`config.mk`:
```
export PLATFORM = sky130hd
export DESIGN_NAME = div_wb_unit
export DESIGN_NICKNAME = d
export VERILOG_FILES = /design/src/rtl/div_wb_unit.sv
export SDC_FILE = /design/constraint.sdc
export NUM_CORES = 1
export LEC_CHECK = 0
export BUFFER_PORTS_ARGS = -buffer_cell sky130_fd_sc_hd__buf_2
export CAP_MARGIN = 20
export CORE_UTILIZATION = 60
export DETAILED_ROUTE_END_ITERATION = 12
export GPL_ROUTABILITY_DRIVEN = 0
export PLACE_DENSITY = 0.8
export SLEW_MARGIN = 20
export SYNTH_ARGS = -nofsm -noshare
export SYNTH_HDL_FRONTEND = slang
export SYNTH_SLANG_ARGS = --single-unit
```
`constraint.sdc`:
```
create_clock -name i_clk -period 12 [get_ports i_clk]
set_clock_uncertainty 0.05 [all_clocks]
set_input_delay 0.6 -clock i_clk [delete_from_list [all_inputs] [get_ports i_clk]]
set_output_delay 0.6 -clock i_clk [all_outputs]
set_load 0.02 [all_outputs]
```
`src/rtl/div_wb_unit.sv`:
```
// div_wb_unit
// Iterative 32-bit signed/unsigned divider feeding the register-file write port.
// A request is latched from decode, the quotient and remainder are computed over
// 32 cycles (restoring division on operand magnitudes), and the results are
// written back on two consecutive cycles: quotient first, remainder second.
// All write-port outputs come straight from flops, so they are stable for the
// register file's falling-edge capture.
//
// Ports:
//   i_clk        clock, all state updates on the rising edge
//   i_rst        synchronous active-high reset
//   i_start      request pulse, honoured only while idle
//   i_is_signed  1 = two's-complement division, 0 = unsigned
//   i_dividend   dividend operand (latched on accept)
//   i_divisor    divisor operand (latched on accept)
//   i_q_addr     destination register for the quotient
//   i_r_addr     destination register for the remainder
//   o_busy       high in every non-idle cycle
//   o_done       one-cycle pulse on the remainder write cycle
//   o_div_zero   one-cycle pulse with o_done when the divisor was zero
//   o_we         register-file write enable
//   o_waddr      register-file write address
//   o_wdata      register-file write data
module div_wb_unit (
    input  logic        i_clk,
    input  logic        i_rst,
    input  logic        i_start,
    input  logic        i_is_signed,
    input  logic [31:0] i_dividend,
    input  logic [31:0] i_divisor,
    input  logic [4:0]  i_q_addr,
    input  logic [4:0]  i_r_addr,
    output logic        o_busy,
    output logic        o_done,
    output logic        o_div_zero,
    output logic        o_we,
    output logic [4:0]  o_waddr,
    output logic [31:0] o_wdata
);

    typedef enum logic [1:0] {
        S_IDLE = 2'd0,
        S_CALC = 2'd1,
        S_WB_Q = 2'd2,
        S_WB_R = 2'd3
    } state_t;

    state_t      r_state;
    state_t      w_state_next;

    // Datapath state
    logic [31:0] r_rem;        // partial remainder; holds the final remainder in WB_Q
    logic [31:0] r_quo;        // dividend magnitude shifting out, quotient bits shifting in
    logic [31:0] r_dvs_mag;
    logic [5:0]  r_cnt;
    logic [4:0]  r_q_addr;
    logic [4:0]  r_r_addr;
    logic        r_neg_q;
    logic        r_neg_r;
    logic        r_div_zero;

    // Registered outputs
    logic        r_busy;
    logic        r_done;
    logic        r_dz_out;
    logic        r_we;
    logic [4:0]  r_waddr;
    logic [31:0] r_wdata;

    logic [31:0] w_dvd_mag;
    logic [31:0] w_dvs_mag;
    logic        w_dvs_zero;
    logic [32:0] w_partial;
    logic [32:0] w_diff;
    logic        w_ge;
    logic [31:0] w_rem_step;
    logic [31:0] w_quo_step;
    logic [31:0] w_rem_fix;
    logic [31:0] w_quo_fix;
    logic        w_last;

    logic        w_we_next;
    logic [4:0]  w_waddr_next;
    logic [31:0] w_wdata_next;
    logic        w_done_next;
    logic        w_dz_next;

    // Operand magnitudes. -0x80000000 wraps to 0x80000000, which is the correct
    // unsigned magnitude, so the signed-overflow case needs no special handling.
    always_comb begin
        w_dvd_mag  = (i_is_signed && i_dividend[31]) ? (32'd0 - i_dividend) : i_dividend;
        w_dvs_mag  = (i_is_signed && i_divisor[31])  ? (32'd0 - i_divisor)  : i_divisor;
        w_dvs_zero = (i_divisor == 32'd0);
    end

    // One restoring step. The 33-bit partial remainder minus the divisor sets
    // bit 32 exactly when the subtraction would go negative: if it fits, the
    // difference is below the divisor (< 2^32); if not, it wraps to >= 2^32.
    always_comb begin
        w_partial  = {r_rem, r_quo[31]};
        w_diff     = w_partial - {1'b0, r_dvs_mag};
        w_ge       = ~w_diff[32];
        w_rem_step = w_ge ? w_diff[31:0] : w_partial[31:0];
        w_quo_step = {r_quo[30:0], w_ge};
        w_quo_fix  = r_neg_q ? (32'd0 - w_quo_step) : w_quo_step;
        w_rem_fix  = r_neg_r ? (32'd0 - w_rem_step) : w_rem_step;
        w_last     = (r_cnt == 6'd31);
    end

    // Next state and next values of the registered write port.
    always_comb begin
        w_state_next = r_state;
        w_we_next    = 1'b0;
        w_waddr_next = 5'd0;
        w_wdata_next = 32'd0;
        w_done_next  = 1'b0;
        w_dz_next    = 1'b0;
        case (r_state)
            S_IDLE: begin
                if (i_start) begin
                    if (w_dvs_zero) begin
                        // Skip the iterations; quotient is all ones.
                        w_state_next = S_WB_Q;
                        w_we_next    = (i_q_addr != 5'd0);
                        w_waddr_next = i_q_addr;
                        w_wdata_next = 32'hFFFF_FFFF;
                    end else begin
                        w_state_next = S_CALC;
                    end
                end
            end
            S_CALC: begin
                if (w_last) begin
                    w_state_next = S_WB_Q;
                    w_we_next    = (r_q_addr != 5'd0);
                    w_waddr_next = r_q_addr;
                    w_wdata_next = w_quo_fix;
                end
            end
            S_WB_Q: begin
                w_state_next = S_WB_R;
                w_we_next    = (r_r_addr != 5'd0);
                w_waddr_next = r_r_addr;
                w_wdata_next = r_rem;
                w_done_next  = 1'b1;
                w_dz_next    = r_div_zero;
            end
            S_WB_R: begin
                w_state_next = S_IDLE;
            end
            default: begin
                w_state_next = S_IDLE;
            end
        endcase
    end

    always_ff @(posedge i_clk) begin
        if (i_rst) begin
            r_state    <= S_IDLE;
            r_rem      <= 32'd0;
            r_quo      <= 32'd0;
            r_dvs_mag  <= 32'd0;
            r_cnt      <= 6'd0;
            r_q_addr   <= 5'd0;
            r_r_addr   <= 5'd0;
            r_neg_q    <= 1'b0;
            r_neg_r    <= 1'b0;
            r_div_zero <= 1'b0;
            r_busy     <= 1'b0;
            r_done     <= 1'b0;
            r_dz_out   <= 1'b0;
            r_we       <= 1'b0;
            r_waddr    <= 5'd0;
            r_wdata    <= 32'd0;
        end else begin
            r_state  <= w_state_next;
            r_busy   <= (w_state_next != S_IDLE);
            r_done   <= w_done_next;
            r_dz_out <= w_dz_next;
            r_we     <= w_we_next;
            r_waddr  <= w_waddr_next;
            r_wdata  <= w_wdata_next;

            case (r_state)
                S_IDLE: begin
                    if (i_start) begin
                        r_dvs_mag  <= w_dvs_mag;
                        r_quo      <= w_dvd_mag;
                        r_cnt      <= 6'd0;
                        r_q_addr   <= i_q_addr;
                        r_r_addr   <= i_r_addr;
                        r_neg_q    <= i_is_signed & (i_dividend[31] ^ i_divisor[31]);
                        r_neg_r    <= i_is_signed & i_dividend[31];
                        r_div_zero <= w_dvs_zero;
                        // Divide by zero returns the raw dividend as remainder.
                        r_rem      <= w_dvs_zero ? i_dividend : 32'd0;
                    end
                end
                S_CALC: begin
                    r_quo <= w_quo_step;
                    r_cnt <= r_cnt + 6'd1;
                    // On the last step keep the sign-corrected remainder for WB_R.
                    r_rem <= w_last ? w_rem_fix : w_rem_step;
                end
                default: begin
                end
            endcase
        end
    end

    assign o_busy     = r_busy;
    assign o_done     = r_done;
    assign o_div_zero = r_dz_out;
    assign o_we       = r_we;
    assign o_waddr    = r_waddr;
    assign o_wdata    = r_wdata;

endmodule

```
* Yosys cells after proc, flatten, opt, wreduce, memory -nomap -nowiden
Index checks and enable logic that the tools add are counted. W data, S select, Z words.
Word-level totals: register bits after elaboration 158, bits of input ports 78, output and inout port bits 41, logic and storage cells 74
Operators by class: add/sub/neg operators 6, eq/ne operators 5, mux-type cells 30, bitwise logic cells 5, reductions and logical operators 12
Operator list (count):
- $mux W32 | 12
- $pmux W32 S2 | 2
- $sub A1 B32 Y32 const A | 4
- $pmux W32 S3 | 1
- $sub A33 B32 Y33 | 1
- $logic_not A32 Y1 | 1
- $mux W5 | 3
- $pmux W5 S3 | 1
- $reduce_bool A5 Y1 | 3
- $pmux W6 S2 | 1
- $pmux W2 S4 | 1
- $add A6 B1 Y6 const B | 1
- $eq A6 B5 Y1 const B | 1
- $mux W2 | 3
- $mux W6 | 1
- $eq A2 B2 Y1 const B | 2
- $mux W1 | 4
- $reduce_and A2 Y1 | 2
- $reduce_bool A2 Y1 | 2
- $pmux W1 S3 | 1
- $and A1 B1 Y1 | 2
- $eq A2 B1 Y1 const B | 1
- $logic_and A1 B1 Y1 | 2
- $logic_not A2 Y1 | 1
- 4 further kinds | 5

* Depth between registers and ports, before layout
Gate-level depths: netlist (run 1).
depth in word-level cells 6, mapped depth 24

* Least setup slack after synthesis (run 1)
OpenSTA, ideal clock, no wires.
path type reg2reg, from reg r_quo[31], to reg r_wdata[28] (netlist: o_wdata[28]), setup time 128 ps, data arrival time 5014 ps, data required time 11822 ps, setup slack 6809 ps, stages on the path, launching flop included 25, clock period less this slack 5191 ps, cell sequence dfxtp_1 -> inv_1 -> ha_1 -> fa_1 -> nor2b_4 -> o31a_1 -> o21ai_2 -> a211oi_4 -> o21a_4 -> nor2_8 -> inv_2 -> clkbuf_8 -> buf_2 -> buf_1 -> ha_1 -> nand2b_1 -> or2_2 -> or4_1 -> nand2b_1 -> or3_1 -> o21ai_1 -> nand2_1 -> xor2_1 -> a221oi_1 -> nor2_1
Between the ends: word-level cells in the longest chain between the ends 6
Ends and longest elaborated chain:
- from (decl) | line 53 | logic [31:0] r_quo;
- from (signal assigned) | line 188 | r_quo <= w_dvd_mag;
- from (signal assigned) | line 200 | r_quo <= w_quo_step;
- $sub A33 B32 Y33 | line 101 | w_diff = w_partial - {1'b0, r_dvs_mag};
- $not A1 Y1 | line 102 | w_ge = ~w_diff[32];
- $sub A1 B32 Y32 | line 105 | w_quo_fix = r_neg_q ? (32'd0 - w_quo_step) : w_quo_step;
- $mux W32 | line 105
- $mux W32 | line 133 | if (w_last) begin
- $pmux W32 S3 | line 118 | case (r_state)
- to (signal assigned) | line 182 | r_wdata <= w_wdata_next;
- to (decl) | line 68 | logic [31:0] r_wdata;
Every way passes these cells. A chain may end at the register's enable or synchronous reset.

* Worst setup path after layout (run 1)
from reg r_rem[16], to reg r_wdata[22] (netlist: o_wdata[22])
Between the ends: word-level cells in the longest chain between the ends 6
Ends and longest elaborated chain:
- from (decl) | line 52 | logic [31:0] r_rem;
- from (signal assigned) | line 196 | r_rem <= w_dvs_zero ? i_dividend : 32'd0;
- from (signal assigned) | line 203 | r_rem <= w_last ? w_rem_fix : w_rem_step;
- $sub A33 B32 Y33 | line 101
- $not A1 Y1 | line 102
- $sub A1 B32 Y32 | line 105
- $mux W32 | line 105
- $mux W32 | line 133
- $pmux W32 S3 | line 118
Every way passes these cells.

==> results of run 1 <==
## placed cells by master, fill, tap and decap left out, types with 17 or more instances in the layout
cell type	Yosys	routed
a221oi_1	30	30
o31ai_1	20	20
mux2i_1	22	22
a21oi_1	130	130
xor2_1	39	39
a222oi_1	31	31
nand3_1	21	21
ha_1	37	37
buf_2	9	117
a22oi_1	41	41
o21ai_0	81	81
a211oi_1	35	35
or3_1	28	28
nor2_1	166	164
xnor2_1	82	82
nand2_1	128	128
dfxtp_1	158	158
inv_1	55	55
clkbuf_16	0	17
nor3_1	27	27
## worst reg2reg max path: cells and delay by family, from the launching register on
family | cells | cell delay (ps)
buffers and inverters | 1 | 630
adders and majority gates | 2 | 690
and+or+nand+nor | 8 | 2270
xor gates and xnor gates | 1 | 110
DFF | 1 | 480
AOI/OAI and AO/OA | 6 | 1550
## report_power, final
part	internal [mW]	leakage, nW	switching, mW
combinational	0.295	3.32	0.492
clock	0.279	0.281	0.264
sequential	0.555	1.29	0.0442
## per-layer routing
layer  vias up  part of all wire  global-route usage
met1      5632              0.41              0.4378
met2       659              0.46              0.5782
met5         -                 0                   0
met3       148             0.088             0.06929
met4         0             0.047              0.1791
li1       5627                 -                   -
## worst paths after layout
kind / endpoint / startpoint / slack [ps] / depth (start not counted)
hold reg to reg: r_dvs_mag[0]$_SDFFE_PP0P_ / r_dvs_mag[0]$_SDFFE_PP0P_ / 420 / 2
setup / recovery: o_wdata[22]$_SDFF_PP0_ / r_rem[16]$_SDFFE_PP0P_ / 6100 / 18
setup reg to reg: o_wdata[22]$_SDFF_PP0_ / r_rem[16]$_SDFFE_PP0P_ / 6100 / 18
hold / removal: r_r_addr[2]$_SDFFE_PP0P_ / i_r_addr[2] / 340 / 3
## cell type report
| cell class | count | area [sq um] | share of cell area |
|---|---|---|---|
| multi-input combinational | 1178 | 7791 | 0.6119 |
| sequential | 158 | 3163 | 0.2484 |
| timing repair buffer | 126 | 653.1 | 0.05130 |
| clock buffer | 17 | 425.4 | 0.03341 |
| tap | 260 | 325.3 | 0.02555 |
| inverter | 56 | 210.2 | 0.01651 |
| clock inverter | 15 | 163.9 | 0.01287 |
## cell families (layout without fill, tap and decap cells)
family                   after synthesis  count (layout)  synth area share
AND/OR/NAND/NOR                      498             498            0.2127
multiplexers                          25              25           0.02186
AO/OA/AOI/OAI                        496             496            0.3014
flip-flops                           158             158            0.2722
adder cells (fa/ha/maj)               38              38           0.04157
buffers and inverters                153             214           0.05901
XOR/XNOR                             121             121           0.09121
## metrics by stage
stage | util | worst slack, ps | cells | cell area [sq um] | total power [mW]
final | 0.6761 | 6098 | 1810 | 12730 | 1.929
after global routing | 0.6761 | 5743 | 1810 | 12730 | 2.023
after CTS | 0.6761 | 6210 | 1810 | 12730 | 1.909
after detailed placement | 0.6448 | 6259 | 1778 | 12140 | 1.367
after global placement | 0.6448 | 6356 | 1778 | 12140 | 1.350
after floorplan | - | 6809 | 1489 | 11620 | 1.206
## flip-flops by register name (all words and copies together), names as in the netlist
signal,count
o_busy,1
o_div_zero,1
o_done,1
o_waddr,5
o_wdata,32
o_we,1
r_cnt,6
r_div_zero,1
r_dvs_mag,32
r_neg_q,1
r_neg_r,1
r_q_addr,5
r_quo,32
r_r_addr,5
r_rem,32
r_state,2
==> results.md, run 1 <==
- DR vias/cell: roughly 6.7
- Slew Limit Fails: 0
- Setup Viol. Count Final: 0
- Starting density of the core: 0.6170
- # Max-Cap Violations: 0
- # diodes: 0
- Fraction of layout cells with a size suffix above 1: 0.1406
- Setup TNS: 0 ps
- Largest net degree at the start of global routing: 96
- Avg Synthesized Cell Area: 7.803 sq um
- CTS HTree Levels: 4
- # Post-CTS Setup Buffers: 0
- Setup CP Type: flop to flop
- Worst hold path class: input pin to flop
- CTS tree: yes
- Mapped Nets: roughly 1600
- # rows: 50
- Initial antenna violation count: 0
- Vias in the first global route: between 10000 and 15000
- Post-synth top cells: 166 x nor2_1, 158 x dfxtp_1, 130 x a21oi_1
- First-pass GRT wire length: around 56000 um
- Number of remaining DRC errors: 0
- DIE AREA: ~20000 sq um
- Crit path launch type: flop
- Worst path max stage delay: just over 600 ps
- Iteration-0 DRC Markers: about 1200
- Filler instances: 1619
- Yosys top cell area share: 0.2722
- Worst vdd ir: ~0.00011 V
- I/O Pins: approximately 120
- Post-layout min period: 5902 ps
- Post-DRT Antenna Nets: 0
- RSZ-0062 raised after global routing: false
- CP delay by family, top: simple AND/OR/NAND/NOR gates
- Worst-margin pin slew: ~1100 ps
- Critical path cell sequence: ha_1 > a21oi_1 > o21ai_1 > a211oi_2 > o21ai_2 > nor3_4 > nor2_8 > inv_2 > ha_1 > nand2b_1 > or2_2 > or4_1 > nand2b_1 > or3_1 > o21ai_0 > xnor2_1 > a221oi_1 > nor2_1
- Hold Buf Count CTS: 0
- Post_cts resized: 0
- Static Leak: around 4.9 nW
- Core footprint: around 19000 sq um
- Via count: roughly 12000
- Buffers on Ports: roughly 120
- Clock Path Buffers: 2
- Die height: approximately 140 um
- Final Cycle Share: 0.4918
- WP data required: about 12000 ps
- Post-synth design cell area: approximately 12000 sq um
- Cell count after synthesis: approximately 1500
- Final hold slack: roughly 340 ps
- Worst EP arrival: 6160 ps
- Number of synthesized flops with an enable pin: 0
- Detail-routed net length per standard cell: slightly below 20 um
- Worst-path clk slew: ~70 ps
- F_max: around 170 MHz
- Final Hold Viols: 0
- Root Buffer: clkbuf_16
- Slew HR: 0.2704
- Main synth FF type: dfxtp_1
- Status: finished clean
- Clk Latency, worst-skew pair: 440 ps
- Synth top area cells: dfxtp_1 27%, xnor2_1 6.2%, a21oi_1 5.6%
- Area growth, synth to finish: 9.584%
- Detailed Routing Iterations Pass 1: 7
- Count leader, synth: nor2_1
- Nets: 1653
- Final WL: roughly 35000 um
- Ys async rst share: 0
- Pwr Density: approximately 150 nW/um^2
- Peak fanout along the critical path: 48
- Ys Warns: 0
- WP buf/inv: 1
- GRT Total Usage: 0.3520
- Crit path capture type: flop
- Die W: between 100 and 150 um
- Synth unique cells: 100
- Critical-path top delay cell: inv_2
- CTS Sinks: around 160
- Grt total ovfl: 0
- Total CTS buffers: 17
- Number of synthesized register bits: roughly 160
- Fraction of the yosys area taken by sequential cells: 0.2722
- Hpwl dp: 25690 um
- Synth area leader: dfxtp_1
No activity file was read; power rests on OpenSTA's default activity.
==> inputs of run 2 (changes only) <==
- ABC_AREA: not set -> 1
- CORE_UTILIZATION: 60 -> 55
- PLACE_DENSITY: 0.8 -> 0.77
- clock period: 12 -> 4.9 ns (I/O delays scaled with it)
==> run 2 against run 1 <==
Compared with the run above:
- final area rose by 13%
- clock power increased to 2.5 times the previous value
- final cell count rose by 41%
- via count up 21%
- non-clock buffer count grew 12
==> results.md, run 2 <==
- Status: finished clean
- Synth unique cells: 59
- Crit path capture type: flop
- Total CTS buffers: 17
- End of the critical path: o_wdata[28]$_SDFF_PP0_
- Post-synth design cell area: about 13000 sq um
- Worst reg2reg endpoint: o_wdata[28]$_SDFF_PP0_
- Worst-path clk slew: about 80 ps
- Main synth FF type: dfxtp_1
- Worst-margin pin slew: ~1100 ps
- Via count: 14620
- Multi-input logic area: between 8000 and 9000 sq um
- Hpwl dp: between 30000 and 40000 um
- Iteration-0 DRC Markers: about 1600
- Mapped Nets: 2276
- Largest family of logic cells by synthesized area: simple AND/OR/NAND/NOR gates
- FF/Latch Area: roughly 3200 sq um
- Critical-path top delay cell: fa_1
- Setup CP Type: flop to flop
- Worst hold path class: input pin to flop
- Post-layout min period: ~4400 ps
- Worst EP arrival: ~4700 ps
- CTS Sinks: roughly 160
- Clock Path Buffers: 2
- Final Cycle Share: 0.8999
- DP Area: 13660 sq um
- Mux cell area share after synthesis: 0
- Synth area leader: dfxtp_1
- Slew Limit Fails: 0
- Filler instances: around 2200
- Die W: between 150 and 200 um
- Number of remaining DRC errors: 0
- RSZ-0062 raised after global routing: false
- I/O Pins: between 100 and 150
- CTS tree: yes
- FF-to-FF path depth: 28
- Most used cell, CP: nand2_1
- Post-synth top cells: 664 x nand2_1, 306 x inv_1, 165 x nor2_1
- Slew HR: 0.2930
- Setup Viol. Count Final: 0
- Busiest grt layer: met2
- Adder-cell share of the synthesized area: 0.03731
- Flop-to-flop setup slack: around 490 ps
- Setup crit start: r_quo[31]$_SDFFE_PP0P_
- Root Buffer: clkbuf_16
- Nets: approximately 2300
- Most common cell after layout, fill and taps aside: nand2_1
- Final WL: between 40000 and 50000 um
- Grt total ovfl: 0
- Worst path max stage delay: around 420 ps
- Synth top area cells: dfxtp_1 24%, nand2_1 19%, inv_1 8.9%
- Fin area: ~14000 sq um
- Ys Warns: 0
- Die height: about 160 um
- Detail-routed net length per standard cell: around 16 um
- Commonest cells after routing, fill and taps aside: 664 x nand2_1, 304 x inv_1, 161 x nor2_1
- Ys async rst share: 0
- Peak fanout along the critical path: 10
- Simple-Gate Fraction of Synth Area: 0.3745
- Starting density of the core: 0.5666
- Largest net degree at the start of global routing: roughly 100
- Vias in the first global route: roughly 13000
- Static Leak: roughly 7 nW
- Count leader, synth: nand2_1
- Reg2reg start: r_quo[31]$_SDFFE_PP0P_
- Clk Latency, worst-skew pair: between 400 and 500 ps
- WP data required: 5210 ps
- First-pass GRT wire length: between 60000 and 70000 um
- Post-DRT Antenna Nets: 0
- # Max-Cap Violations: 0
- Cell count after synthesis: between 2000 and 2500
- Post-synthesis xor/xnor area fraction: 0.05345
- M3 GR Usage: 0.05989
- Number of synthesized register bits: around 160
- Crit path launch type: flop
- Buffers on Ports: between 100 and 150
- Final Hold Viols: 0
- Detailed Routing Iterations Pass 1: 6
- F_max: 226.8 MHz
- Fraction of layout cells with a size suffix above 1: 0.1176
- Avg Synthesized Cell Area: 5.994 sq um
- Setup TNS: 0 ps
- Fin util: 0.6273
- CTS HTree Levels: 4
- Number of synthesized flops with an enable pin: 0
- DIE AREA: roughly 24000 sq um
- Met2 Use GR: 0.5575
- Post-synthesis compound-gate area fraction: 0.1682
- Fraction of the yosys area taken by sequential cells: 0.2443
- Core footprint: 22850 sq um
- Worst vdd ir: between 0.0002 and 0.00025 V
- # Post-CTS Setup Buffers: 0
- Met1 Usage GRT: 0.4458
- Pwr Density: approximately 370 nW/um^2
- GRT Total Usage: 0.3454
- Area growth, synth to finish: 10.70%
- # rows: 55
- Initial antenna violation count: 1
- DR vias/cell: about 5.7
- Yosys top cell area share: 0.2443
[run 2: cell types whose count changed after synthesis, sizes merged, moves of 35 or more]
cell and delta:
inv +255, a211oi -38, nand3 +127, a31oi +44, nand2 +574, xnor2 -59
o21ai +35, a22oi -38
[run 2: layer usage]
| layer | vias up | routed length [um] |
|---|---|---|
| met1 | 6622 | 17210 |
| met5 | - | 0 |
| met3 | 138 | 3758 |
| met4 | 0 | 1924 |
| met2 | 760 | 18670 |
| li1 | 7095 | - |
[run 2: worst min-delay path by stage]
stage	start	end	slack, ps	cells past startpoint
5_1_grt	i_q_addr[0]	r_q_addr[0]$_SDFFE_PP0P_	20	3
3_5_place_dp	r_div_zero$_SDFFE_PP0P_	r_div_zero$_SDFFE_PP0P_	410	2
4_1_cts	i_q_addr[3]	r_q_addr[3]$_SDFFE_PP0P_	4	3
3_3_place_gp	r_div_zero$_SDFFE_PP0P_	r_div_zero$_SDFFE_PP0P_	400	2
6_report	i_q_addr[3]	r_q_addr[3]$_SDFFE_PP0P_	4	3
2_1_floorplan	i_q_addr[2]	r_q_addr[2]$_SDFFE_PP0P_	340	2
[run 2: repair_timing]
action / CTS / global route
endpoints found under the setup margin: 0 / 1
hold endpoints to repair: 3 / 0
resized for setup: 0 / 1
hold buffers: 3 / 0
[run 2: metrics by stage]
| stage | power [mW] | hold slack (ps) | worst slack, ps | std cells |
|---|---|---|---|---|
| floorplan | 3.301 | 339.6 | 1023 | 2160 |
| detailed placement | 3.789 | 409.7 | 605.6 | 2521 |
| CTS | 5.172 | 3.873 | 546.8 | 2556 |
| global route | 5.564 | 15.89 | 115.9 | 2557 |
| global placement | 3.752 | 398.5 | 721.9 | 2521 |
| finish | 5.234 | 3.969 | 490.6 | 2558 |
[run 2: logic make-up after synthesis]
group / Yosys count
compound gates: 371
xor+xnor: 79
fa+ha+maj: 38
buf+inv: 397
flops: 158
simple gates: 1117
[run 2: area by class of cell]
class                           instances  area share
Multi-Input combinational cell       1605      0.5743
Sequential cell                       158      0.2207
Inverter                              311     0.08146
Timing Repair Buffer                  138     0.05326
Clock buffer                           17     0.02968
Tap cell                              313     0.02733
Clock inverter                         15     0.01310
Antenna cell                            1   0.0001746
[run 2: worst max-delay path: cells and delay by family, from the launching register on]
kind,cells,cell delay [ps]
flops,1,350
compound gates,2,420
simple gates,19,2250
fa+ha+maj,3,830
xor+xnor,1,120
buf+inv,3,300
[run 2: report_power, final]
part | internal [mW] | switching (mW) | leakage (nW)
Sequential | 1.37 | 0.0950 | 1.29
Clock | 0.697 | 0.685 | 0.295
Combinational | 0.755 | 1.64 | 5.37
